<file path="src/rtl/register_file_sb_if.sv">
// Bus bundle for register_file_sb: read ports, issue port, two writeback ports and debug outputs.
// The slave modport faces the register file, the master modport faces issue/writeback logic.
interface register_file_sb_if #(
    parameter int unsigned XLEN  = 32,
    parameter int unsigned NREGS = 32
);
    localparam int unsigned AW = $clog2(NREGS);

    logic [AW-1:0]   rs1_sel_in;
    logic [AW-1:0]   rs2_sel_in;
    logic [XLEN-1:0] rs1_value_out;
    logic [XLEN-1:0] rs2_value_out;
    logic            rs1_busy_out;
    logic            rs2_busy_out;
    logic            issue_valid_in;
    logic [AW-1:0]   issue_rd_in;
    logic            wb0_en_in;
    logic [AW-1:0]   wb0_rd_in;
    logic [XLEN-1:0] wb0_data_in;
    logic            wb1_en_in;
    logic [AW-1:0]   wb1_rd_in;
    logic [XLEN-1:0] wb1_data_in;
    logic [NREGS-1:0] busy_vec_out;
    logic [AW-1:0]   last_rd_out;
    logic [31:0]     write_count_out;

    modport slave (
        input  rs1_sel_in, rs2_sel_in,
        output rs1_value_out, rs2_value_out, rs1_busy_out, rs2_busy_out,
        input  issue_valid_in, issue_rd_in,
        input  wb0_en_in, wb0_rd_in, wb0_data_in,
        input  wb1_en_in, wb1_rd_in, wb1_data_in,
        output busy_vec_out, last_rd_out, write_count_out
    );

    modport master (
        output rs1_sel_in, rs2_sel_in,
        input  rs1_value_out, rs2_value_out, rs1_busy_out, rs2_busy_out,
        output issue_valid_in, issue_rd_in,
        output wb0_en_in, wb0_rd_in, wb0_data_in,
        output wb1_en_in, wb1_rd_in, wb1_data_in,
        input  busy_vec_out, last_rd_out, write_count_out
    );
endinterface

</file>
<file path="src/rtl/register_file_sb.sv">
// Dual-writeback register file with per-register busy scoreboard and committed-write counter.
// Define REGFILE_BYPASS_EN to forward same-cycle writeback data onto the read ports.
module register_file_sb #(
    parameter int unsigned XLEN  = 32,
    parameter int unsigned NREGS = 32
) (
    input logic                clk,
    input logic                rst_n,
    register_file_sb_if.slave  bus
);
    localparam int unsigned AW = $clog2(NREGS);

    logic [XLEN-1:0]  regs_q [NREGS];
    logic [XLEN-1:0]  regs_d [NREGS];
    logic [NREGS-1:0] busy_q, busy_d;
    logic [AW-1:0]    last_rd_q, last_rd_d;
    logic [31:0]      write_count_q;
    logic [31:0]      write_count_d;

    logic       commit0, commit1, same_rd;
    logic [1:0] commit_inc;

    assign commit0    = bus.wb0_en_in && (bus.wb0_rd_in != '0);
    assign commit1    = bus.wb1_en_in && (bus.wb1_rd_in != '0);
    assign same_rd    = commit0 && commit1 && (bus.wb0_rd_in == bus.wb1_rd_in);
    // A double commit to one register is a single architectural write.
    assign commit_inc = {1'b0, commit1} + {1'b0, commit0 && !same_rd};

    assign write_count_d = write_count_q + 32'(commit_inc);

    always_comb begin
        regs_d = regs_q;
        if (commit0) regs_d[bus.wb0_rd_in] = bus.wb0_data_in;
        // Applied second so the load port wins a same-rd collision.
        if (commit1) regs_d[bus.wb1_rd_in] = bus.wb1_data_in;
    end

    always_comb begin
        busy_d = busy_q;
        for (int i = 1; i < NREGS; i++) begin
            if (bus.issue_valid_in && (bus.issue_rd_in == AW'(i))) begin
                busy_d[i] = 1'b1;
            end else if ((commit0 && (bus.wb0_rd_in == AW'(i))) ||
                         (commit1 && (bus.wb1_rd_in == AW'(i)))) begin
                busy_d[i] = 1'b0;
            end
        end
        busy_d[0] = 1'b0;
    end

    always_comb begin
        last_rd_d = last_rd_q;
        if (commit1) begin
            last_rd_d = bus.wb1_rd_in;
        end else if (commit0) begin
            last_rd_d = bus.wb0_rd_in;
        end
    end

    always_ff @(posedge clk or negedge rst_n) begin
        if (!rst_n) begin
            for (int i = 0; i < NREGS; i++) regs_q[i] <= '0;
            busy_q        <= '0;
            last_rd_q     <= '0;
            write_count_q <= '0;
        end else begin
            regs_q        <= regs_d;
            busy_q        <= busy_d;
            last_rd_q     <= last_rd_d;
            write_count_q <= write_count_d;
        end
    end

    logic [AW-1:0]   rd_sel  [2];
    logic [XLEN-1:0] rd_val  [2];
    logic            rd_busy [2];

    assign rd_sel[0] = bus.rs1_sel_in;
    assign rd_sel[1] = bus.rs2_sel_in;

    always_comb begin
        for (int p = 0; p < 2; p++) begin
            rd_val[p]  = regs_q[rd_sel[p]];
            rd_busy[p] = busy_q[rd_sel[p]];
`ifdef REGFILE_BYPASS_EN
            if (commit1 && (bus.wb1_rd_in == rd_sel[p])) begin
                rd_val[p]  = bus.wb1_data_in;
                rd_busy[p] = bus.issue_valid_in && (bus.issue_rd_in == rd_sel[p]);
            end else if (commit0 && (bus.wb0_rd_in == rd_sel[p])) begin
                rd_val[p]  = bus.wb0_data_in;
                rd_busy[p] = bus.issue_valid_in && (bus.issue_rd_in == rd_sel[p]);
            end
`endif
            if (rd_sel[p] == '0) begin
                rd_val[p]  = '0;
                rd_busy[p] = 1'b0;
            end
        end
    end

    assign bus.rs1_value_out   = rd_val[0];
    assign bus.rs2_value_out   = rd_val[1];
    assign bus.rs1_busy_out    = rd_busy[0];
    assign bus.rs2_busy_out    = rd_busy[1];
    assign bus.busy_vec_out    = busy_q;
    assign bus.last_rd_out     = last_rd_q;
    assign bus.write_count_out = write_count_q;
endmodule
</file>
<file path="src/flat_wrapper.sv">
// flat-port wrapper written by rule: the top's interface ports become plain ports
module register_file_sb_flat 
#(
    parameter int unsigned XLEN  = 32,
    parameter int unsigned NREGS = 32
)
  (clk, rst_n, bus_rs1_sel_in, bus_rs2_sel_in, bus_rs1_value_out, bus_rs2_value_out, bus_rs1_busy_out, bus_rs2_busy_out, bus_issue_valid_in, bus_issue_rd_in, bus_wb0_en_in, bus_wb0_rd_in, bus_wb0_data_in, bus_wb1_en_in, bus_wb1_rd_in, bus_wb1_data_in, bus_busy_vec_out, bus_last_rd_out, bus_write_count_out);
  register_file_sb_if #(.XLEN(XLEN), .NREGS(NREGS)) bus_i ();
  input logic clk;
  input logic rst_n;
  input wire logic [$bits(bus_i.rs1_sel_in)-1:0] bus_rs1_sel_in;
  input wire logic [$bits(bus_i.rs2_sel_in)-1:0] bus_rs2_sel_in;
  output wire logic [$bits(bus_i.rs1_value_out)-1:0] bus_rs1_value_out;
  output wire logic [$bits(bus_i.rs2_value_out)-1:0] bus_rs2_value_out;
  output wire logic [$bits(bus_i.rs1_busy_out)-1:0] bus_rs1_busy_out;
  output wire logic [$bits(bus_i.rs2_busy_out)-1:0] bus_rs2_busy_out;
  input wire logic [$bits(bus_i.issue_valid_in)-1:0] bus_issue_valid_in;
  input wire logic [$bits(bus_i.issue_rd_in)-1:0] bus_issue_rd_in;
  input wire logic [$bits(bus_i.wb0_en_in)-1:0] bus_wb0_en_in;
  input wire logic [$bits(bus_i.wb0_rd_in)-1:0] bus_wb0_rd_in;
  input wire logic [$bits(bus_i.wb0_data_in)-1:0] bus_wb0_data_in;
  input wire logic [$bits(bus_i.wb1_en_in)-1:0] bus_wb1_en_in;
  input wire logic [$bits(bus_i.wb1_rd_in)-1:0] bus_wb1_rd_in;
  input wire logic [$bits(bus_i.wb1_data_in)-1:0] bus_wb1_data_in;
  output wire logic [$bits(bus_i.busy_vec_out)-1:0] bus_busy_vec_out;
  output wire logic [$bits(bus_i.last_rd_out)-1:0] bus_last_rd_out;
  output wire logic [$bits(bus_i.write_count_out)-1:0] bus_write_count_out;
  assign bus_i.rs1_sel_in = bus_rs1_sel_in;
  assign bus_i.rs2_sel_in = bus_rs2_sel_in;
  assign bus_rs1_value_out = bus_i.rs1_value_out;
  assign bus_rs2_value_out = bus_i.rs2_value_out;
  assign bus_rs1_busy_out = bus_i.rs1_busy_out;
  assign bus_rs2_busy_out = bus_i.rs2_busy_out;
  assign bus_i.issue_valid_in = bus_issue_valid_in;
  assign bus_i.issue_rd_in = bus_issue_rd_in;
  assign bus_i.wb0_en_in = bus_wb0_en_in;
  assign bus_i.wb0_rd_in = bus_wb0_rd_in;
  assign bus_i.wb0_data_in = bus_wb0_data_in;
  assign bus_i.wb1_en_in = bus_wb1_en_in;
  assign bus_i.wb1_rd_in = bus_wb1_rd_in;
  assign bus_i.wb1_data_in = bus_wb1_data_in;
  assign bus_busy_vec_out = bus_i.busy_vec_out;
  assign bus_last_rd_out = bus_i.last_rd_out;
  assign bus_write_count_out = bus_i.write_count_out;
  register_file_sb #(.XLEN(XLEN), .NREGS(NREGS)) u_core (.clk(clk), .rst_n(rst_n), .bus(bus_i));
endmodule
</file>
<file path="config.mk">
export PLATFORM = sky130hd
export DESIGN_NAME = register_file_sb_flat
export DESIGN_NICKNAME = d
export VERILOG_FILES = /design/src/rtl/register_file_sb_if.sv /design/src/rtl/register_file_sb.sv /design/src/flat_wrapper.sv
export SDC_FILE = /design/constraint.sdc
export NUM_CORES = 2
export LEC_CHECK = 0
export BUFFER_PORTS_ARGS = -buffer_cell sky130_fd_sc_hd__buf_2
export CAP_MARGIN = 20
export CORE_MARGIN = 3
export CORE_UTILIZATION = 40
export CTS_CLUSTER_SIZE = 16
export DETAILED_ROUTE_END_ITERATION = 16
export GPL_TIMING_DRIVEN = 0
export HOLD_SLACK_MARGIN = 0.12
export PLACE_DENSITY_LB_ADDON = 0.05
export SLEW_MARGIN = 15
export SYNTH_ARGS = -nofsm -noshare
export SYNTH_HDL_FRONTEND = slang
export SYNTH_SLANG_ARGS = --single-unit
</file>
<file path="constraint.sdc">
create_clock -name clk -period 6.43 [get_ports clk]
set_input_delay 1.286 -clock clk [delete_from_list [all_inputs] [get_ports clk]]
set_output_delay 1.286 -clock clk [all_outputs]
set_load 0.1 [all_outputs]
</file>
## Word level (Yosys, flattened, before mapping)

Cells that the tools add are included.

| operators by class | value |
|---|---|
| muxes and demuxes | 86 |
| reduce and logical (&&, ||, !) cells | 168 |
| $add $sub $neg | 2 |
| magnitude comparators | 8 |
| equality and inequality tests | 94 |
| bitwise operators | 4 |

Operators by type and width:

| cell | count |
|---|---|
| $bwmux 1024 | 2 |
| $mux 1024 | 2 |
| $bmux 32 s5 | 2 |
| $demux 32 s5 | 2 |
| $mux 32 | 8 |
| $eq 5x5->1 const B | 48 |
| $eq 5x4->1 const B | 24 |
| $logic_and 1x1->1 | 100 |
| $mux 1 | 66 |
| $reduce_bool 2->1 | 32 |
| $eq 5x3->1 const B | 12 |
| $add 32x2->32 | 1 |
| $logic_or 1x1->1 | 31 |
| $eq 5x2->1 const B | 6 |
| $ge 6x6->1 const B | 4 |
| $not 5->6 | 4 |
| $eq 5x1->1 const B | 3 |
| $lt 5x6->1 const B | 2 |
| $lt 6x1->1 const B | 2 |
| $bmux 1 s5 | 2 |
| $logic_not 5->1 | 2 |
| $mux 5 | 2 |
| $reduce_bool 5->1 | 2 |
| $eq 5x5->1 | 1 |
| 2 further kinds | 2 |

| storage, ports and cells | value |
|---|---|
| word-level logic and storage cells | 427 |
| output and inout port bits | 135 |
| flip-flop bits (word level) | 1092 |

## Logic depth before layout (Yosys ltp)

| depth | value |
|---|---|
| depth in word-level cells | 9 |
| mapped depth | 12 |
| gate-level depth less buffers | 10 |

## Worst setup path before layout

OpenSTA, ideal clock, no wires.

| timing path | value |
|---|---|
| kind | input -> output |
| start point | input port bus_rs1_sel_in[1] |
| end point | output port bus_rs1_value_out[24] |
| setup slack | -1.820 ns |
| buffers on the path | 3 |
| arrival | 6.964 ns |
| cell stages on the path | 7 |
| path through | buf_6 -> buf_12 -> buf_12 -> mux4_1 -> mux2i_1 -> o2111a_1 -> a2111oi_0 |

| between the ends | value |
|---|---|
| cells in the longest elaborated chain, start to end | 5 |
| elaborated cells on any way between the ends | 6 |
| those cells by class | mux (4); bitwise (1); reduce/logical (1) |

Ends and longest elaborated chain:

| what | line | source |
|---|---|---|
| start: declaration | flat_wrapper.sv:11 | `input wire logic [$bits(bus_i.rs1_sel_in)-1:0] bus_rs1_sel_in;` |
| $not 5->6 (implied by the code) | register_file_sb.sv:83 | `rd_val[p] = regs_q[rd_sel[p]];` |
| $bmux 32 s5 | register_file_sb.sv:83 |  |
| $mux 32 (implied by the code) (2 in series) | register_file_sb.sv:83 |  |
| $mux 32 * | register_file_sb.sv:94 | `if (rd_sel[p] == '0) begin` |
| end: declaration | flat_wrapper.sv:13 | `output wire logic [$bits(bus_i.rs1_value_out)-1:0] bus_rs1_value_out;` |

Every way passes the cells marked *; elsewhere a longest branch is shown, timed or not. The select of a mux whose other input is x is not followed.

## Final worst setup path

| timing path | value |
|---|---|
| start point | input port bus_rs2_sel_in[3] |
| end point | output port bus_rs2_value_out[19] |

| between the ends | value |
|---|---|
| cells in the longest elaborated chain, start to end | 5 |
| elaborated cells on any way between the ends | 6 |
| those cells by class | mux (4); bitwise (1); reduce/logical (1) |

Ends and longest elaborated chain:

| what | line | source |
|---|---|---|
| start: declaration | flat_wrapper.sv:12 | `input wire logic [$bits(bus_i.rs2_sel_in)-1:0] bus_rs2_sel_in;` |
| $not 5->6 (implied by the code) | register_file_sb.sv:83 |  |
| $bmux 32 s5 | register_file_sb.sv:83 |  |
| $mux 32 (implied by the code) (2 in series) | register_file_sb.sv:83 |  |
| $mux 32 * | register_file_sb.sv:94 |  |
| end: declaration | flat_wrapper.sv:14 | `output wire logic [$bits(bus_i.rs2_value_out)-1:0] bus_rs2_value_out;` |

Marks and branches as above.

==> impl_metrics.py <==
metrics = {
    "setup_path": {
        "required_ps": 5140,
        "timing.rr.start": "u_core.bus.write_count_out[0]",
        "cpPeakStageDelay_ps": 950,
        "worstSetupEndpointType": "output pin",
        "crit_type": "in2out",
        "critPathMostFrequentCell": "clkbuf_1",
        "cp_cell_sequence": "clkbuf_1, nor2b_1, clkbuf_1, clkbuf_1, nand2_1, o2111a_1, a2111oi_2, buf_2",
        "cp_slowest_cell": "clkbuf_1",
        "worstPathArrival_ps": 5380,
        "critPathMaxFanout": 10,
        "startpoint": "bus_rs2_sel_in[3]",
        "start_kind": "input pin",
    },
    "placement": {
        "dpl_worst_slack_ps": 52.08,
        "dp_hpwl_um": 269800,
        "gp_congestion": 1.074,
        "placed_cell_area_mm2": 0.07227,
        "portBuffers": 213,
    },
    "synthesis": {
        "synthCells": 6204,
        "syn_avg_cell_area_um2": 10.95,
        "syn_nets": 6300,
        "netlist.area_leader.share_pct": 40.23,
        "yosysWarnings": 0,
        "synth_area_leaders": "dfrtp_1, mux4_2, mux2i_1, a21oi_1, nor2_1",
        "yosysSeqAreaShare_pct": 40.23,
        "ys_async_sr_fraction_pct": 100.0,
        "syn_area_mm2": 0.06792,
        "ys.flop_type": "dfrtp_1",
        "yosysTopAreaCell": "dfrtp_1",
        "ys_types": 63,
        "synth_seq_cells": 1092,
        "synth_edf_count": 0,
    },
    "clocking": {
        "htreeDepth": 4,
        "ctsHoldBuffers": 0,
        "clock_latency_ps": 800,
        "cts_buffers": 142,
        "post_cts_buffers": 0,
        "clkSinkCount": 1092,
        "cts_tree": "built",
        "clockBufferDepth": 3,
        "post_cts_resized": 0,
        "cts.clk_slew.worst_paths_ps": 50,
        "root_buffer": "clkbuf_16",
    },
    "global_routing": {
        "grt_pass1_vias": 55090,
        "track_usage_pct": 38.01,
        "overflow": 0,
        "antenna_found_initial": 18,
        "grt_pass1_wl_um": 455300,
        "grt_max_degree": 129,
    },
    "detailed_routing": {
        "wl_per_cell_um": 37.73,
        "vias_per_cell": 6.327,
        "drtIter0Drc": 7477,
        "drt_pass1_iterations": 6,
        "drcViolationCount": 0,
        "ant_nets": 0,
        "num_vias": 56370,
        "drt-total-wl_um": 336100,
    },
    "sta": {
        "slew_headroom_pct": 14.39,
        "max_freq_ghz": 0.1499,
        "setup_viol": 15,
        "tightestPinTransition_ps": 1284,
        "whs_ps": 391.2,
        "post-route-period-util_pct": 103.7,
        "finalHoldViolations": 0,
        "worst_slack_ps": -240.3,
        "period_minus_slack_ps": 6670,
        "skew_ps": 7.534,
        "maxSlewViolCount": 0,
        "rsz0062_at_grt": "false",
    },
    "cells_and_area": {
        "syn2layout_area_growth_pct": 13.50,
        "nets": 6682,
        "final_cell_mix": "mux2i_1, dfrtp_1, a21oi_1",
        "layout_commonest_cell": "mux2i_1",
        "design_area_mm2": 0.07709,
        "seqCellArea_mm2": 0.02733,
        "drive_gt1_share_pct": 19.38,
        "utilization_pct": 45.89,
        "n_fill_cell": 16020,
        "multi_input_comb_area_mm2": 0.03698,
    },
    "outcome": {
        "violations": "setup timing",
        "status": "finished with violations",
    },
    "floorplanning": {
        "die_h_um": 418.1,
        "num_io_pins": 229,
        "rows": 150,
        "core_mm2": 0.1680,
        "die_width_um": 418.1,
        "die_area_mm2": 0.1748,
        "start_util_pct": 40.44,
    },
    "power": {
        "leakage_nw": 33.99,
        "ir_drop_mv": 0.3335,
        "p_per_area_mw_per_mm2": 340.3,
        "finalPower_mw": 26.23,
    },
    "hold_path": {
        "hp-class": "in2async",
    },
    "flow_run": {
        "max-cap-violations": 0,
    },
}
[worst paths after layout]
check                                                  to  slack [ps]  cells past startpoint
setup / recovery                    bus_rs2_value_out[19]        -240                      8
hold / removal                         u_core.regs_q[137]         390                      1
setup reg to reg           u_core.bus.write_count_out[30]        4250                      6
hold reg to reg            u_core.bus.write_count_out[31]         470                      1
max in group asynchronous              u_core.regs_q[824]        3340                      5
min in group clk           u_core.bus.write_count_out[31]         470                      1
[area by class of cell]
type	count	area share [%]
Inverter	3	0.01461
Timing Repair Buffer	238	1.974
Multi-Input combinational cell	4337	47.97
Antenna cell	11	0.03571
Sequential cell	1092	35.45
Tap cell	2204	3.577
Clock inverter	30	0.4626
Buffer	772	4.890
Clock buffer	222	5.626
[report_power, final]
| part | leakage [nW] | internal [mW] | switching, mW |
|---|---|---|---|
| Combinational | 18.4 | 3.25 | 4.54 |
| Sequential | 13.3 | 8.64 | 1.54 |
| Clock | 2.30 | 4.90 | 3.37 |
[layer usage]
| metal | up-vias | wire [um] | global-route usage (%) | share of wire [%] |
|---|---|---|---|---|
| li1 | 23560 | - | - | - |
| met1 | 28960 | 129500 | 47.45 | 39 |
| met2 | 3036 | 152000 | 58.59 | 45 |
| met3 | 803 | 27270 | 8.835 | 8.1 |
| met4 | 8 | 27300 | 26.16 | 8.1 |
| met5 | - | 55 | 0 | 0.016 |
[sequential cells by signal (all words and copies together), names as in the netlist]
signal	flops
u_core.bus.busy_vec_out	31
u_core.bus.write_count_out	32
u_core.bus.last_rd_out	5
u_core.regs_q	1024
[critical path: cells and delay by family]
family	cells	cell delay (ps)
AO/OA/AOI/OAI	2	1050
buffers and inverters	4	2510
AND/OR/NAND/NOR	2	490
[cell usage after synthesis, types with 3 or more instances]
| cell | count |
|---|---|
| mux2i_1 | 1109 |
| dfrtp_1 | 1092 |
| a21oi_1 | 704 |
| nor2_1 | 696 |
| mux4_2 | 499 |
| nand2_1 | 488 |
| clkbuf_1 | 483 |
| o21ai_0 | 296 |
| buf_2 | 160 |
| nor2b_1 | 78 |
| a211oi_1 | 64 |
| o2111a_1 | 64 |
| buf_4 | 41 |
| buf_6 | 41 |
| a2111oi_2 | 34 |
| buf_1 | 29 |
| o21ai_1 | 28 |
| xnor2_1 | 28 |
| mux4_1 | 27 |
| nand3_1 | 23 |
| a2111oi_1 | 22 |
| a32o_1 | 19 |
| nand4_1 | 19 |
| o211ai_1 | 14 |
| o21a_1 | 14 |
| and2_1 | 12 |
| nor2_2 | 12 |
| buf_12 | 10 |
| a2111oi_0 | 8 |
| nand2b_1 | 7 |
| xor2_1 | 7 |
| and3_1 | 6 |
| nor3_1 | 6 |
| or2_2 | 6 |
| nand3b_1 | 5 |
| a22oi_1 | 4 |
| dlygate4sd1_1 | 4 |
| and4b_1 | 3 |
| clkbuf_4 | 3 |
| inv_1 | 3 |
| nand4b_1 | 3 |
| nor4_1 | 3 |
| nor4bb_1 | 3 |
[cell families after synthesis]
group,count (synthesis),share of synthesized area (%)
AO/OA/AOI/OAI,1279,11.26
XOR/XNOR,35,0.4513
adder cells (fa/ha/maj),2,0.04789
buffers and inverters,775,5.560
flip-flops,1092,40.23
multiplexers,1637,33.98
other,1,0.005521
AND/OR/NAND/NOR,1383,8.465
[metrics by stage]
step                      setup TNS [ps]  instances
after floorplan                   -448.8       6204
after global placement                 -       8621
after detailed placement               0       8639
after CTS                              0       8891
after global routing                   0       8899
final                              -1813       8909
Note: power is estimated with default switching activity, not from simulation.
